## config.mk

```make
export PLATFORM = sky130hd
export DESIGN_NAME = display_scan_mux
export DESIGN_NICKNAME = d
export VERILOG_FILES = /design/src/rtl/display_pkg.sv /design/src/rtl/tick_gen.sv /design/src/rtl/display_scan_mux.sv
export SDC_FILE = /design/constraint.sdc
export NUM_CORES = 1
export LEC_CHECK = 0
export ABC_AREA = 1
export BUFFER_PORTS_ARGS = -buffer_cell sky130_fd_sc_hd__buf_2
export CAP_MARGIN = 20
export CELL_PAD_IN_SITES_DETAIL_PLACEMENT = 1
export CELL_PAD_IN_SITES_GLOBAL_PLACEMENT = 2
export CORE_ASPECT_RATIO = 0.7
export CORE_UTILIZATION = 35
export CTS_CLUSTER_SIZE = 14
export DETAILED_ROUTE_END_ITERATION = 16
export PLACE_DENSITY_LB_ADDON = 0.05
export SKIP_LAST_GASP = 1
export SLEW_MARGIN = 25
export SYNTH_ARGS = -nofsm -noshare
export SYNTH_HDL_FRONTEND = slang
export SYNTH_SLANG_ARGS = --single-unit
```

## constraint.sdc

```tcl
create_clock -name clk -period 2.6 [get_ports clk]
set_clock_uncertainty 0.15 [all_clocks]
set_input_delay 0.52 -clock clk [delete_from_list [all_inputs] [get_ports clk]]
set_output_delay 0.52 -clock clk [all_outputs]
set_load 0.01 [all_outputs]
```

## src/rtl/display_pkg.sv

```systemverilog
`default_nettype none
// ============================================================================
//  display_pkg
//  Shared constants, digit index type and helpers for the display scan blocks.
//  Revision: 1.0
// ============================================================================
package display_pkg;
    localparam int         N_DIGITS         = 4;
    localparam logic [3:0] AN_OFF           = 4'b1111;
    localparam int         DEFAULT_PRESCALE = 50000;

    typedef logic [1:0] digit_idx_t;

    // Active-low one-hot anode pattern for a digit index.
    function automatic logic [3:0] an_onehot_low(input digit_idx_t idx);
        an_onehot_low = ~(4'b0001 << idx);
    endfunction

    function automatic logic [3:0] nibble_at(input logic [15:0] v, input digit_idx_t idx);
        nibble_at = v[{idx, 2'b00} +: 4];
    endfunction
endpackage
`default_nettype wire

```

## src/rtl/tick_gen.sv

```systemverilog
`default_nettype none
// ============================================================================
//  tick_gen
//  Free-running prescaler; tick_o is high for one cycle every PRESCALE cycles.
//  Revision: 1.0
// ============================================================================
module tick_gen #(
    parameter int PRESCALE = 4,
    parameter int CNT_W    = $clog2(PRESCALE + 1)
) (
    input  logic clk,
    input  logic reset,
    output logic tick_o
);
    localparam logic [CNT_W-1:0] C_LAST = CNT_W'(PRESCALE - 1);

    logic [CNT_W-1:0] cnt_q;
    logic [CNT_W-1:0] cnt_d;

    assign tick_o = (cnt_q == C_LAST);

    always_comb begin
        cnt_d = tick_o ? '0 : cnt_q + 1'b1;
    end

    always_ff @(posedge clk or posedge reset) begin
        if (reset) begin
            cnt_q <= '0;
        end else begin
            cnt_q <= cnt_d;
        end
    end
endmodule
`default_nettype wire

```

## src/rtl/display_scan_mux.sv

```systemverilog
`default_nettype none
// ============================================================================
//  display_scan_mux
//  4-digit common-anode scan driver with frame-synchronous double-buffered load.
//  Revision: 1.0
// ============================================================================
module display_scan_mux
    import display_pkg::*;
#(
    parameter int PRESCALE = DEFAULT_PRESCALE,
    parameter int CNT_W    = $clog2(PRESCALE + 1)
) (
    input  logic        clk,
    input  logic        reset,
    input  logic [15:0] data_in,
    input  logic        load,
    input  logic        blank,
    input  logic        lzb_en,
    output logic [3:0]  val,
    output logic [3:0]  an,
    output logic        frame_done
);
    localparam digit_idx_t C_LAST_IDX = digit_idx_t'(N_DIGITS - 1);

    logic        w_tick;
    logic        w_wrap;
    digit_idx_t  idx_q, idx_d;
    logic [15:0] active_q, active_d;
    logic [15:0] pending_q, pending_d;
    logic        pending_valid_q, pending_valid_d;
    logic        frame_done_q, frame_done_d;
    logic [3:0]  val_q, val_d;
    logic [3:0]  an_q, an_d;
    logic        blank_q;
    logic [3:0]  w_lz_vec;
    logic        w_lz_blanked;
    logic [3:0]  w_an_new;

    tick_gen #(
        .PRESCALE (PRESCALE),
        .CNT_W    (CNT_W)
    ) u_tick_gen (
        .clk    (clk),
        .reset  (reset),
        .tick_o (w_tick)
    );

    assign w_wrap = w_tick && (idx_q == C_LAST_IDX);

    always_comb begin
        idx_d           = w_tick ? idx_q + 2'd1 : idx_q;
        active_d        = active_q;
        pending_d       = pending_q;
        pending_valid_d = pending_valid_q;
        frame_done_d    = 1'b0;
        if (w_wrap && load) begin
            // Load on the wrap edge skips the buffer and shows immediately.
            active_d        = data_in;
            pending_valid_d = 1'b0;
            frame_done_d    = 1'b1;
        end else if (w_wrap && pending_valid_q) begin
            active_d        = pending_q;
            pending_valid_d = 1'b0;
            frame_done_d    = 1'b1;
        end else if (load) begin
            pending_d       = data_in;
            pending_valid_d = 1'b1;
        end
    end

    // Digit k is a leading zero when nibbles k..3 are all zero; digit 0 never is.
    always_comb begin
        w_lz_vec[3] = (active_d[15:12] == 4'h0);
        w_lz_vec[2] = w_lz_vec[3] && (active_d[11:8] == 4'h0);
        w_lz_vec[1] = w_lz_vec[2] && (active_d[7:4] == 4'h0);
        w_lz_vec[0] = 1'b0;
        w_lz_blanked = lzb_en && w_lz_vec[idx_d];
        w_an_new     = (blank || w_lz_blanked) ? AN_OFF : an_onehot_low(idx_d);
    end

    // Anodes refresh on a digit step or whenever blank changes level.
    always_comb begin
        val_d = w_tick ? nibble_at(active_d, idx_d) : val_q;
        an_d  = (w_tick || (blank != blank_q)) ? w_an_new : an_q;
    end

    always_ff @(posedge clk or posedge reset) begin
        if (reset) begin
            idx_q           <= '0;
            active_q        <= 16'h0000;
            pending_q       <= 16'h0000;
            pending_valid_q <= 1'b0;
            frame_done_q    <= 1'b0;
            val_q           <= 4'b0000;
            an_q            <= AN_OFF;
            blank_q         <= 1'b0;
        end else begin
            idx_q           <= idx_d;
            active_q        <= active_d;
            pending_q       <= pending_d;
            pending_valid_q <= pending_valid_d;
            frame_done_q    <= frame_done_d;
            val_q           <= val_d;
            an_q            <= an_d;
            blank_q         <= blank;
        end
    end

    assign val        = val_q;
    assign an         = an_q;
    assign frame_done = frame_done_q;
endmodule
`default_nettype wire

```

# Word-level counts from Yosys, hierarchy flattened
# Index checks and enable logic that the tools add are counted.
# totals
output_inout_bits	9
reg_bits	61
# op_classes
muxes	12
n_shift	2
magnitude_cmp	1
addsub	2
reduce_logical	13
eq_ne	3
bitwise	3
# ops
op	count
2-to-1 mux 16 bit	3
adder 16 x 1 -> 16 bit (second input constant)	1
== test 16 bit (second input constant)	1
indexed part select 16 x 5 -> 4 bit	1
zero test 4 bit	3
logical AND 1 bit	6
2-to-1 mux 1 bit	6
2-to-1 mux 4 bit	1
inverter 4 bit	1
<< shifter 1 x 2 -> 4 bit (first input constant)	1
< comparator 2 x 3 -> 1 bit (second input constant)	1
AND reduction 3 bit	1
nonzero test 3 bit	1
adder 2 x 1 -> 2 bit (second input constant)	1
binary-select mux 1 bit (select 2 bit)	1
== test 2 bit (second input constant)	1
logical OR 1 bit	2
2-to-1 mux 2 bit	1
inverter 1 bit	2
!= test 1 bit	1

# Logic depth before layout (Yosys ltp)
# Gate-level depths: netlist of run 1.
# depth
word_depth	13
mapped_depth	16

# Hierarchy
# From an unflattened synthesis of run 1, not the netlist that was laid out.
# unflattened
cells_unflattened	402
hier_area_um2	3103.0
# by_module_without_submodules
module	area_per_inst_um2	cells_each	n_inst	seq_area_each_um2
display_scan_mux	2222.1	280	1	1131.1
tick_gen	880.8	122	1	400.4

# Worst setup path before layout of run 1
# OpenSTA, ideal clock, no wires.
# synth_timing
kind	register to register
from	register idx_q[0]
to	register an_q[1], in the netlist an[1]
n_path_buf	1
setup_ns	0.073
slack_ns	0.532
path_stages_with_launch	16
arrival_ns	1.846
path_cell_list	dfrtp_1 > ha_1 > buf_2 > inv_1 > nor3_2 > nand2_2 > inv_2 > nand2_1 > nand2_1 > nor2_1 > nand3_1 > nand2_1 > nand3_2 > nand3_1 > nand2_1 > inv_1
# synth_via
elab_cells_between_ends	20
# synth_rtl
element	line	rtl
start, declared	display_scan_mux.sv:27	digit_idx_t idx_q, idx_d;
start signal, assigned	display_scan_mux.sv:98	idx_q <= idx_d;
== test 2 bit (*)	display_scan_mux.sv:48	assign w_wrap = w_tick && (idx_q == C_LAST_IDX);
logical AND 1 bit (*)	display_scan_mux.sv:48	
logical AND 1 bit	display_scan_mux.sv:61	end else if (w_wrap && pending_valid_q) begin
2-to-1 mux 16 bit	display_scan_mux.sv:61	
2-to-1 mux 16 bit (*)	display_scan_mux.sv:56	if (w_wrap && load) begin
via active_d[4]	display_scan_mux.sv:28	logic [15:0] active_q, active_d;
zero test 4 bit (*)	display_scan_mux.sv:75	w_lz_vec[1] = w_lz_vec[2] && (active_d[7:4] == 4'h0);
logical AND 1 bit (*)	display_scan_mux.sv:75	
binary-select mux 1 bit (select 2 bit) (*)	display_scan_mux.sv:77	w_lz_blanked = lzb_en && w_lz_vec[idx_d];
2-to-1 mux 1 bit (not written as such) (*)	display_scan_mux.sv:77	
logical AND 1 bit (*)	display_scan_mux.sv:77	
logical OR 1 bit (*)	display_scan_mux.sv:78	w_an_new = (blank || w_lz_blanked) ? AN_OFF : an_onehot_low(idx_d);
2-to-1 mux 4 bit (*)	display_scan_mux.sv:78	
end signal, assigned	display_scan_mux.sv:104	an_q <= an_d;
end, declared	display_scan_mux.sv:33	logic [3:0] an_q, an_d;
# The timed path passes the listed nets; every way through them passes the cells marked *. The select of a mux whose other input is x is not followed.
# A chain may end at the register's enable or synchronous reset.

# Final worst setup path of run 1
# layout_timing
from	register u_tick_gen.cnt_q[0]
to	register an_q[2], in the netlist an[2]
# layout_via
elab_cells_between_ends	20
# layout_rtl
element	line	rtl
start, declared	tick_gen.sv:17	logic [CNT_W-1:0] cnt_q;
start signal, assigned	tick_gen.sv:30	cnt_q <= cnt_d;
== test 16 bit (*)	tick_gen.sv:20	assign tick_o = (cnt_q == C_LAST);
logical AND 1 bit (*)	display_scan_mux.sv:48	
logical AND 1 bit	display_scan_mux.sv:61	
2-to-1 mux 16 bit	display_scan_mux.sv:61	
2-to-1 mux 16 bit (*)	display_scan_mux.sv:56	
via active_d[4]	display_scan_mux.sv:28	
zero test 4 bit (*)	display_scan_mux.sv:75	
logical AND 1 bit (*)	display_scan_mux.sv:75	
binary-select mux 1 bit (select 2 bit) (*)	display_scan_mux.sv:77	
2-to-1 mux 1 bit (not written as such) (*)	display_scan_mux.sv:77	
logical AND 1 bit (*)	display_scan_mux.sv:77	
logical OR 1 bit (*)	display_scan_mux.sv:78	
2-to-1 mux 4 bit (*)	display_scan_mux.sv:78	
# Marked as above.

==> results.json, run 1 <==
{
  "p_sw_w": 0.000474,
  "cts_buffers": 9,
  "ff2ff_path_depth": 16,
  "netlist_area_um2": 3110,
  "dieArea_um2": 9290,
  "synth-warning-count": 0,
  "start_util_pct": 36.4,
  "drt_pass1_iterations": 4,
  "gp_congestion": 0.765,
  "dp_cells": 539,
  "grtUsageTotal_pct": 20.7,
  "outcome": "complete, no violations",
  "p_leak_nw": 1.97,
  "synthCells": 384,
  "vias_per_cell": 4.69,
  "grt_pass1_vias": 2628,
  "cp_max_fo": 9,
  "grt_pass1_wl_mm": 14.0,
  "cts_tree": "yes",
  "yosys.area_share.simple_pct": 31.6,
  "worstSkewPairLatency_ns": 0.33,
  "drv_cap": 0,
  "ys_ff_latch": 61,
  "rsz0062_at_grt": "no",
  "hold_viol_final": 0,
  "p_sw_share_pct": 21.2,
  "combPwrFrac_pct": 4.5,
  "dr.first_iter.drc_count": 136,
  "syn_area_per_cell_um2": 8.11,
  "postRouteAntennaNets": 0,
  "hp-class": "in -> async",
  "root_buffer": "clkbuf_16",
  "grt_start_max_net_pins": 39,
  "cts_htree_levels": 3,
  "synth_fa_ha_area_share_pct": 0.804,
  "finalPower_w": 0.00223,
  "synth_top_family_by_area": "simple AND/OR/NAND/NOR gates",
  "grt_overflow": 0,
  "power_frac_clock_pct": 51.0,
  "vdd_ir_drop_max_mv": 0.498,
  "syn-num-nets": 407,
  "arrival_ns": 2.52,
  "synth_cell_types": 38,
  "finalCritPeriodShare_pct": 92.6,
  "powerDensity_nw_per_um2": 585,
  "finalMaxSlewViolations": 0,
  "synth_compound_area_share_pct": 6.23,
  "worst_ep_required_time_ns": 2.71,
  "p_int_w": 0.00176,
  "power_frac_seq_pct": 44.5,
  "io-pin-count": 30,
  "final_cells": 556,
  "dpl.hpwl_mm": 6.57,
  "wire_per_inst_um": 15.5,
  "fmax_mhz": 415,
  "cts_sinks": 61,
  "vias": 2606,
  "io_buffer_count": 29,
  "insertedDiodeCount": 0,
  "setup-violations-final": 0,
  "tightestPinTransition_ns": 0.560,
  "cts_max_path_buffers": 2,
  "die_h_um": 80.9,
  "ys_seq_area_share_pct": 49.2,
  "muxShareOfSynthArea_pct": 1.81,
  "ctsHoldBuffers": 0,
  "syn2layout_area_growth_pct": 22.5,
  "die_x_um": 115,
  "rows": 28,
  "path_class": "reg -> reg",
  "core_um2": 8550,
  "nNetsFinal": 455,
  "fin_crit_ns": 2.41,
  "wl_mm": 8.64,
  "end_kind": "flop",
  "start_kind": "flop",
  "drcViolationCount": 0,
  "synthXorXnorAreaFrac_pct": 1.65,
  "clk_pin_slew_ns": 0.05,
  "slew_headroom_pct": 62.6,
  "drive_gt1_share_pct": 23.2,
  "antenna_found_initial": 0
}
[layer usage]
layer	part of all wire (%)	up-vias	global-route usage (%)
met5	0	-	0
li1	-	1311	-
met2	40	35	28.2
met4	0.86	0	5.45
met1	56	1252	31.5
met3	2.9	8	5.45
[path summary, 6_finish.rpt]
check / slack (ns) / startpoint / end
worst min register to register: 0.31 / u_tick_gen.cnt_q[0]$_DFF_PP0_ / u_tick_gen.cnt_q[0]$_DFF_PP0_
worst max register to register: 0.19 / u_tick_gen.cnt_q[0]$_DFF_PP0_ / an[2]$_DFFE_PP1P_
max in group asynchronous: 1.60 / reset / pending_q[1]$_DFFE_PP0P_
worst min-delay path: 0.09 / reset / u_tick_gen.cnt_q[1]$_DFF_PP0_
worst max-delay path: 0.19 / u_tick_gen.cnt_q[0]$_DFF_PP0_ / an[2]$_DFFE_PP1P_
min in group clk: 0.20 / blank / blank_q$_DFF_PP0_
[flip-flops by register name, summed over array words and instances, names as in the netlist]
name / flops
active_q: 16
pending_q: 16
u_tick_gen.cnt_q: 16
an: 4
val: 4
idx_q: 2
blank_q: 1
frame_done: 1
pending_valid_q: 1
[cell usage in the layout (no fill, tap or decap), drive strengths merged, types with 2 or more instances in the layout]
cell    synthesis  final
xor2            5      5
dfrtp          57     57
clkbuf          2     14
buf             5     44
mux2            5      5
a31oi           5      5
ha              2      2
nand3          38     38
dfstp           4      4
a22oi           2      2
nand2          96     96
o21ai          12     12
nor3b           2      2
nand4           8      8
inv            61     61
a21oi          10     10
nor2           57     57
nor3            6      6
clkinv          1      2
[area by class of cell]
| class | count | area, um2 |
|---|---|---|
| Timing Repair Buffer | 44 | 270 |
| Tap cell | 120 | 150 |
| Sequential cell | 61 | 1530 |
| Clock buffer | 14 | 284 |
| Inverter | 62 | 235 |
| Fill cell | 1090 | 4730 |
| Multi-Input combinational cell | 254 | 1340 |
| Clock inverter | 1 | 5.00 |
[cells by family (layout without fill, tap and decap cells)]
family,after synthesis,after routing
xor+xnor,5,5
buf+inv,69,121
mux,5,5
compound gates,32,32
fa+ha+maj,2,2
flops,61,61
simple gates,210,210
[stage by stage]
step	TNS (ns)	setup WS [ns]	area (um2)	hold WS, ns	util, %
after floorplan	0	0.424	3110	0.283	-
after global placement	0	0.0250	3480	0.300	40.7
after detailed placement	-0.0836	-0.0317	3480	0.306	40.7
after CTS	0	0.0421	3780	0.102	44.3
after global routing	0	0.00822	3810	0.135	44.6
final	0	0.193	3810	0.0857	44.6
[what timing repair did]
action / 4_1_cts / 5_1_grt
pin swaps: 1 / 2
resized for setup: 0 / 8
buffers inserted: 2 / 0
endpoints found under the setup margin: 5 / 11
[power groups by stage]
stage	clock (W)	sequential [W]	combinational, W
floorplan	0	0.00100	0.0000538
global placement	0	0.00101	0.000101
CTS	0.00118	0.000992	0.000104
finish	0.00114	0.000992	0.000101
detailed placement	0	0.00101	0.000103
global route	0.00121	0.000993	0.000116
[cell usage after synthesis]
cell	n	area (um2)
nand2_1	89	334
dfrtp_1	57	1430
inv_1	56	210
nor2_1	51	191
nand3_1	35	175
o21ai_0	11	55.1
a21oi_1	10	50.1
nand4_1	8	50.1
inv_2	5	18.8
mux2_2	5	56.3
nor3_1	5	25.0
a31oi_1	4	25.0
buf_2	4	20.0
dfstp_2	4	105
nand2_2	4	25.0
xor2_1	4	35.0
nand2_4	3	33.8
nor2_2	3	18.8
a22oi_1	2	15.0
clkbuf_1	2	7.51
ha_1	2	25.0
nand3_2	2	20.0
nor2_4	2	22.5
nor3b_1	2	15.0
a31oi_2	1	12.5
and3_1	1	6.26
buf_6	1	11.3
clkinv_1	1	3.75
nand3_4	1	17.5
nand3b_1	1	7.51
nor2_8	1	20.0
nor3_2	1	10.0
nor4_2	1	12.5
o211ai_2	1	12.5
o21ai_2	1	8.76
o22a_1	1	8.76
o22ai_1	1	6.26
xor2_2	1	16.3
[critical path, cell delays in order (launching register included)]
cell	delay, ns
dfrtp_1	0.36
ha_1	0.20
nand3_2	0.15
inv_1	0.12
nand2_2	0.11
nor3_4	0.22
nand2_2	0.17
inv_2	0.15
nand2_1	0.08
nand2_1	0.12
nor2_1	0.05
nand3_1	0.09
nand2_1	0.06
nand3_2	0.09
nand3_1	0.10
nand2_1	0.07
inv_1	0.04
Power figures use the tool's default switching activity.
==> run 2, diff against run 1 <==
--- a/config.mk
+++ b/config.mk
@@ -12,6 +12,7 @@
 export CELL_PAD_IN_SITES_GLOBAL_PLACEMENT = 2
 export CORE_ASPECT_RATIO = 0.7
 export CORE_UTILIZATION = 35
+export CTS_BUF_LIST = sky130_fd_sc_hd__clkbuf_4 sky130_fd_sc_hd__clkbuf_8 sky130_fd_sc_hd__clkbuf_16
 export CTS_CLUSTER_SIZE = 14
 export DETAILED_ROUTE_END_ITERATION = 16
 export PLACE_DENSITY_LB_ADDON = 0.05
==> run 2 against run 1 <==
- clock power about the same
- register-to-register slack about the same
- clock-buffer cell count unchanged
- sequential share of layout area about the same
- final cell count unchanged
- flip-flop and latch count unchanged
- setup slack about the same
- highest routed layer unchanged
==> results.json, run 2 (synthesis gave the netlist of run 1 again) <==
{
  "outcome": "complete, no violations",
  "grt_pass1_vias": 2628,
  "dp_cells": 539,
  "grtUsageTotal_pct": 20.7,
  "slew_headroom_pct": 62.6,
  "p_sw_w": 0.000474,
  "clk_pin_slew_ns": 0.05,
  "end_kind": "flop",
  "combPwrFrac_pct": 4.5,
  "cp_max_fo": 9,
  "dpl.hpwl_mm": 6.57,
  "p_leak_nw": 1.97,
  "start_kind": "flop",
  "nNetsFinal": 455,
  "io_buffer_count": 29,
  "wl_mm": 8.64,
  "reg_top3": "active_q x16, pending_q x16, u_tick_gen.cnt_q x16",
  "power_frac_seq_pct": 44.2,
  "cts_sinks": 61,
  "drt_pass1_iterations": 4,
  "rows": 28,
  "final_area_um2": 3820,
  "root_buffer": "clkbuf_16",
  "io-pin-count": 30,
  "cts_buffers": 9,
  "final_cell_mix": "88 x nand2_1, 57 x dfrtp_1, 55 x inv_1",
  "hp-class": "in -> async",
  "path_class": "reg -> reg",
  "gp_congestion": 0.765,
  "worst_ep_required_time_ns": 2.71,
  "drv_cap": 0,
  "vdd_ir_drop_max_mv": 0.498,
  "cts_max_path_buffers": 2,
  "hold_viol_final": 0,
  "drive_gt1_share_pct": 23.4,
  "final_common_cell": "nand2_1",
  "dieArea_um2": 9290,
  "regArea_um2": 1530,
  "dr.first_iter.drc_count": 136,
  "placed_cell_area_um2": 3480,
  "fin_crit_ns": 2.41,
  "rsz0062_at_grt": "no",
  "grt_overflow": 0,
  "die_h_um": 80.9,
  "vias_per_cell": 4.69,
  "finalCritPeriodShare_pct": 92.6,
  "setup-violations-final": 0,
  "cts_tree": "yes",
  "postRouteAntennaNets": 0,
  "drcViolationCount": 0,
  "start_util_pct": 36.4,
  "grt_start_max_net_pins": 39,
  "vias": 2606,
  "fmax_mhz": 415,
  "die_x_um": 115,
  "insertedDiodeCount": 0,
  "p_int_w": 0.00177,
  "cts_htree_levels": 3,
  "p_sw_share_pct": 21.2,
  "arrival_ns": 2.52,
  "grt_pass1_wl_mm": 14.0,
  "power_frac_clock_pct": 51.3,
  "multiInputGateArea_um2": 1340,
  "powerDensity_nw_per_um2": 587,
  "worstSkewPairLatency_ns": 0.33,
  "finalMaxSlewViolations": 0,
  "wire_per_inst_um": 15.5,
  "fill_cells": 1090,
  "final_cells": 556,
  "antenna_found_initial": 0,
  "core_um2": 8550,
  "syn2layout_area_growth_pct": 22.6,
  "tightestPinTransition_ns": 0.560
}
run 2: cell counts in the layout (fill, tap and decap cells not counted):
Identical to the previous run, type by type.
run 2: critical path, cell delays in order (launching register included):
cell and delay [ns]:
dfrtp_1 0.36, ha_1 0.20, nand3_2 0.15, inv_1 0.12, nand2_2 0.11, nor3_4 0.22
nand2_2 0.17, inv_2 0.15, nand2_1 0.08, nand2_1 0.12, nor2_1 0.05, nand3_1 0.09
nand2_1 0.06, nand3_2 0.09, nand3_1 0.10, nand2_1 0.07, inv_1 0.04
run 2: worst paths after layout:
kind / from / to / slack (ns) / cells past startpoint
max: u_tick_gen.cnt_q[0]$_DFF_PP0_ / an[2]$_DFFE_PP1P_ / 0.19 / 16
min: reset / u_tick_gen.cnt_q[1]$_DFF_PP0_ / 0.09 / 2
max reg2reg: u_tick_gen.cnt_q[0]$_DFF_PP0_ / an[2]$_DFFE_PP1P_ / 0.19 / 16
min reg2reg: u_tick_gen.cnt_q[0]$_DFF_PP0_ / u_tick_gen.cnt_q[0]$_DFF_PP0_ / 0.31 / 1
max in group asynchronous: reset / pending_q[1]$_DFFE_PP0P_ / 1.60 / 3
min in group clk: blank / blank_q$_DFF_PP0_ / 0.20 / 1
run 2: area by class of cell:
| class | count | area share, % |
|---|---|---|
| flip-flops and latches | 61 | 40.1 |
| multi-input cells | 254 | 35.0 |
| clock buffers | 14 | 7.54 |
| repair buffers | 44 | 7.08 |
| inverters | 62 | 6.16 |
| well taps | 120 | 3.93 |
| clock inverters | 1 | 0.131 |
run 2: power by group through the flow:
stage,clock network [W],registers [W],logic (W)
after floorplan,0,0.00100,0.0000538
after global placement,0,0.00101,0.000101
after detailed placement,0,0.00101,0.000103
after CTS,0.00119,0.000992,0.000104
after global routing,0.00122,0.000993,0.000116
final,0.00115,0.000992,0.000101
run 2: repair_timing:
item | 4_1_cts | 5_1_grt
hold buffers | 0 | 0
endpoints found under the setup margin | 5 | 11
pin swaps | 1 | 2
resized for setup | 0 | 8
setup buffers | 2 | 0
run 2: stage by stage:
stage	util [%]	setup TNS [ns]	setup slack [ns]	power [W]	hold WS, ns
floorplan	-	0	0.424	0.00106	0.283
global placement	40.7	0	0.0250	0.00111	0.300
detailed placement	40.7	-0.0836	-0.0317	0.00111	0.306
CTS	44.3	0	0.0421	0.00228	0.102
global route	44.7	0	0.00822	0.00233	0.135
finish	44.7	0	0.193	0.00224	0.0857
run 2: layer usage:
metal  up-vias  track usage, %  part of all wire [%]
li1       1311               -                     -
met1      1252            31.5                    56
met2        35            28.2                    40
met3         8            5.45                   2.9
met4         0            5.45                  0.86
met5         -               0                     0
==> run 3, diff against run 2 <==
--- a/config.mk
+++ b/config.mk
@@ -11,13 +11,15 @@
 export CELL_PAD_IN_SITES_DETAIL_PLACEMENT = 1
 export CELL_PAD_IN_SITES_GLOBAL_PLACEMENT = 2
 export CORE_ASPECT_RATIO = 0.7
-export CORE_UTILIZATION = 35
+export CORE_UTILIZATION = 34
 export CTS_BUF_LIST = sky130_fd_sc_hd__clkbuf_4 sky130_fd_sc_hd__clkbuf_8 sky130_fd_sc_hd__clkbuf_16
 export CTS_CLUSTER_SIZE = 14
 export DETAILED_ROUTE_END_ITERATION = 16
 export PLACE_DENSITY_LB_ADDON = 0.05
+export RECOVER_POWER = 50
 export SKIP_LAST_GASP = 1
 export SLEW_MARGIN = 25
 export SYNTH_ARGS = -nofsm -noshare
 export SYNTH_HDL_FRONTEND = slang
+export SYNTH_HIERARCHICAL = 1
 export SYNTH_SLANG_ARGS = --single-unit
==> run 3 against run 2 <==
- maximum frequency down 0.97%
- clock-buffer cell count shrank 2
- largest power group unchanged
- critical path depth down 4
- critical path type unchanged
- clock power grew 16%
- final cell count increased by 3.4%
- cell area is 1.0% higher
- setup slack worse by 0.024 ns
- hold slack better by 0.039 ns
==> results.json, run 3 <==
{
  "io_buffer_count": 29,
  "worstSkewPairLatency_ns": 0.33,
  "clk_pin_slew_ns": 0.05,
  "fmax_mhz": 411,
  "wire_per_inst_um": 14.7,
  "hold_ws_ns": 0.124,
  "finalCritPeriodShare_pct": 93.5,
  "cts_buffers": 9,
  "wl_mm": 8.44,
  "dieArea_um2": 9520,
  "cts_max_path_buffers": 2,
  "synthCells": 402,
  "insertedDiodeCount": 0,
  "use_met1_pct": 30.2,
  "drt_pass1_iterations": 4,
  "end_kind": "flop",
  "rows": 28,
  "drv_cap": 0,
  "fill_cells": 1079,
  "ys_ff_latch": 61,
  "vdd_ir_drop_max_mv": 0.290,
  "path_class": "reg -> reg",
  "final_common_cell": "nand2_1",
  "slowest_stage": "dfrtp_1",
  "drcViolationCount": 0,
  "worst_ep_required_time_ns": 2.72,
  "nNetsFinal": 473,
  "critPathTopFamily": "simple AND/OR/NAND/NOR gates",
  "dpl.hpwl_mm": 6.31,
  "vias_per_cell": 4.65,
  "crit_chain": "ha_2, nand3_2, nor2_1, nand2_2, inv_4, buf_8, xnor2_2, inv_1, nor2_1, nand2_1, o211ai_1, o22a_1",
  "cp_num_buf_inv": 3,
  "yosysMostFrequentCell": "nand2_1",
  "slew_headroom_pct": 40.9,
  "netlist.area_leader.share_pct": 46.0,
  "drive_gt1_share_pct": 20.0,
  "synth_cell_types": 32,
  "cts_htree_levels": 3,
  "syn_area_per_cell_um2": 7.72,
  "hp-class": "in -> async",
  "core_um2": 8650,
  "dr.first_iter.drc_count": 92,
  "vias": 2671,
  "grt_pass1_vias": 2650,
  "ys_top_cells_by_area": "dfrtp_1 46%, nand2_1 13%, inv_1 8.1%, nor2_1 6.8%, dfstp_2 3.4%",
  "grt_pass1_wl_mm": 13.8,
  "final_util_pct": 44.6,
  "hold_viol_final": 0,
  "rr_startpoint": "u_tick_gen/cnt_q[0]$_DFF_PP0_",
  "grtUsageTotal_pct": 20.2,
  "max_stage_delay_ns": 0.39,
  "antenna_found_initial": 0,
  "tightestPinTransition_ns": 0.887,
  "synth_common_cells": "109 x nand2_1, 67 x inv_1, 57 x dfrtp_1",
  "rsz0062_at_grt": "no",
  "arrival_ns": 2.55,
  "synth_edf_count": 0,
  "syn2layout_area_growth_pct": 24.3,
  "synth-warning-count": 6,
  "grt_most_used_layer": "met1",
  "netlist_area_um2": 3100,
  "tns_ns": 0,
  "powerDensity_nw_per_um2": 634,
  "yosys.area.top_type": "dfrtp_1",
  "outcome": "complete, no violations",
  "fin_crit_ns": 2.43,
  "grt_overflow": 0,
  "async_reset_ff_share_pct": 100,
  "setup-violations-final": 0,
  "start_kind": "flop",
  "grtUsageMet3_pct": 5.90,
  "gp_congestion": 0.773,
  "ys_seq_area_share_pct": 49.4,
  "cp_max_fo": 17,
  "die_x_um": 116,
  "ctsHoldBuffers": 0,
  "finalMaxSlewViolations": 0,
  "syn-num-nets": 425,
  "startpoint": "u_tick_gen/cnt_q[0]$_DFF_PP0_",
  "die_h_um": 81.9,
  "reg_top3": "active_q x16, pending_q x16, u_tick_gen/cnt_q x16",
  "synthFlopType": "dfrtp_1",
  "multiInputGateArea_um2": 1250,
  "postRouteAntennaNets": 0,
  "regArea_um2": 1530,
  "final_cell_mix": "109 x nand2_1, 67 x inv_1, 57 x dfrtp_1",
  "cts_sinks": 61,
  "grt_start_max_net_pins": 22,
  "start_util_pct": 35.9,
  "use_met2_pct": 27.0,
  "cts_tree": "yes",
  "io-pin-count": 30,
  "root_buffer": "clkbuf_16",
  "p_leak_nw": 2.11,
  "crit_top_cell": "nor2_1"
}
run 3: cell types whose count changed after synthesis, moves of 3 or more:
cell / previous run / this run
nor2_1: 51 / 56
a21oi_2: 0 / 4
inv_1: 56 / 67
nand2_1: 89 / 109
nand4_1: 8 / 4
buf_4: 0 / 3
a21oi_1: 10 / 19
o21ai_1: 0 / 6
nand3_1: 35 / 19
run 3: path summary, 6_finish.rpt:
check	endpoint	slack (ns)	cells past startpoint
hold / removal	u_tick_gen/cnt_q[3]$_DFF_PP0_	0.12	2
max in group asynchronous	pending_q[14]$_DFFE_PP0P_	0.92	3
hold reg to reg	val[1]$_DFFE_PP0P_	0.33	2
setup / recovery	val[3]$_DFFE_PP0P_	0.17	12
setup reg to reg	val[3]$_DFFE_PP0P_	0.17	12
min in group clk	blank_q$_DFF_PP0_	0.19	1
run 3: routing by layer:
layer	share of wire (%)	up-vias
li1	-	1326
met1	56	1279
met2	38	54
met3	4.3	12
met4	1.5	0
met5	0	-
run 3: power breakdown:
| part | internal [W] | switching [W] |
|---|---|---|
| sequential | 0.000984 | 0.0000128 |
| clock | 0.000898 | 0.000432 |
| combinational | 0.0000408 | 0.0000780 |
run 3: what timing repair did:
item | in CTS | in global routing
gates cloned | 0 | 0
gates resized for setup | 1 | 7
buffers inserted | 0 | 1
endpoints found under the setup margin | 1 | 8
run 3: per-stage QoR:
| stage | setup WS, ns | instances | instance area (um2) | power (W) |
|---|---|---|---|---|
| finish | 0.169 | 575 | 3860 | 0.00245 |
| floorplan | 0.264 | 402 | 3100 | 0.00108 |
| global route | 0.00258 | 575 | 3860 | 0.00253 |
| global placement | 0.0330 | 558 | 3500 | 0.00113 |
| detailed placement | 0.0118 | 558 | 3500 | 0.00114 |
| CTS | 0.0109 | 574 | 3840 | 0.00248 |
run 3: layout make-up:
type,instances,area share [%]
Multi-Input combinational cell,259,32.5
Sequential cell,61,39.7
Clock buffer,12,6.75
Timing Repair Buffer,48,8.37
Tap cell,120,3.89
Clock inverter,4,1.82
Inverter,71,6.97
run 3: cells by family (layout without fill, tap and decap cells):
family	after synthesis	count (layout)	share of synthesized area, %
mux	3	3	1.09
buf+inv	82	135	10.9
flops	61	61	49.4
xor+xnor	7	7	2.22
fa+ha+maj	2	2	0.806
compound gates	43	43	7.82
simple gates	204	204	27.8
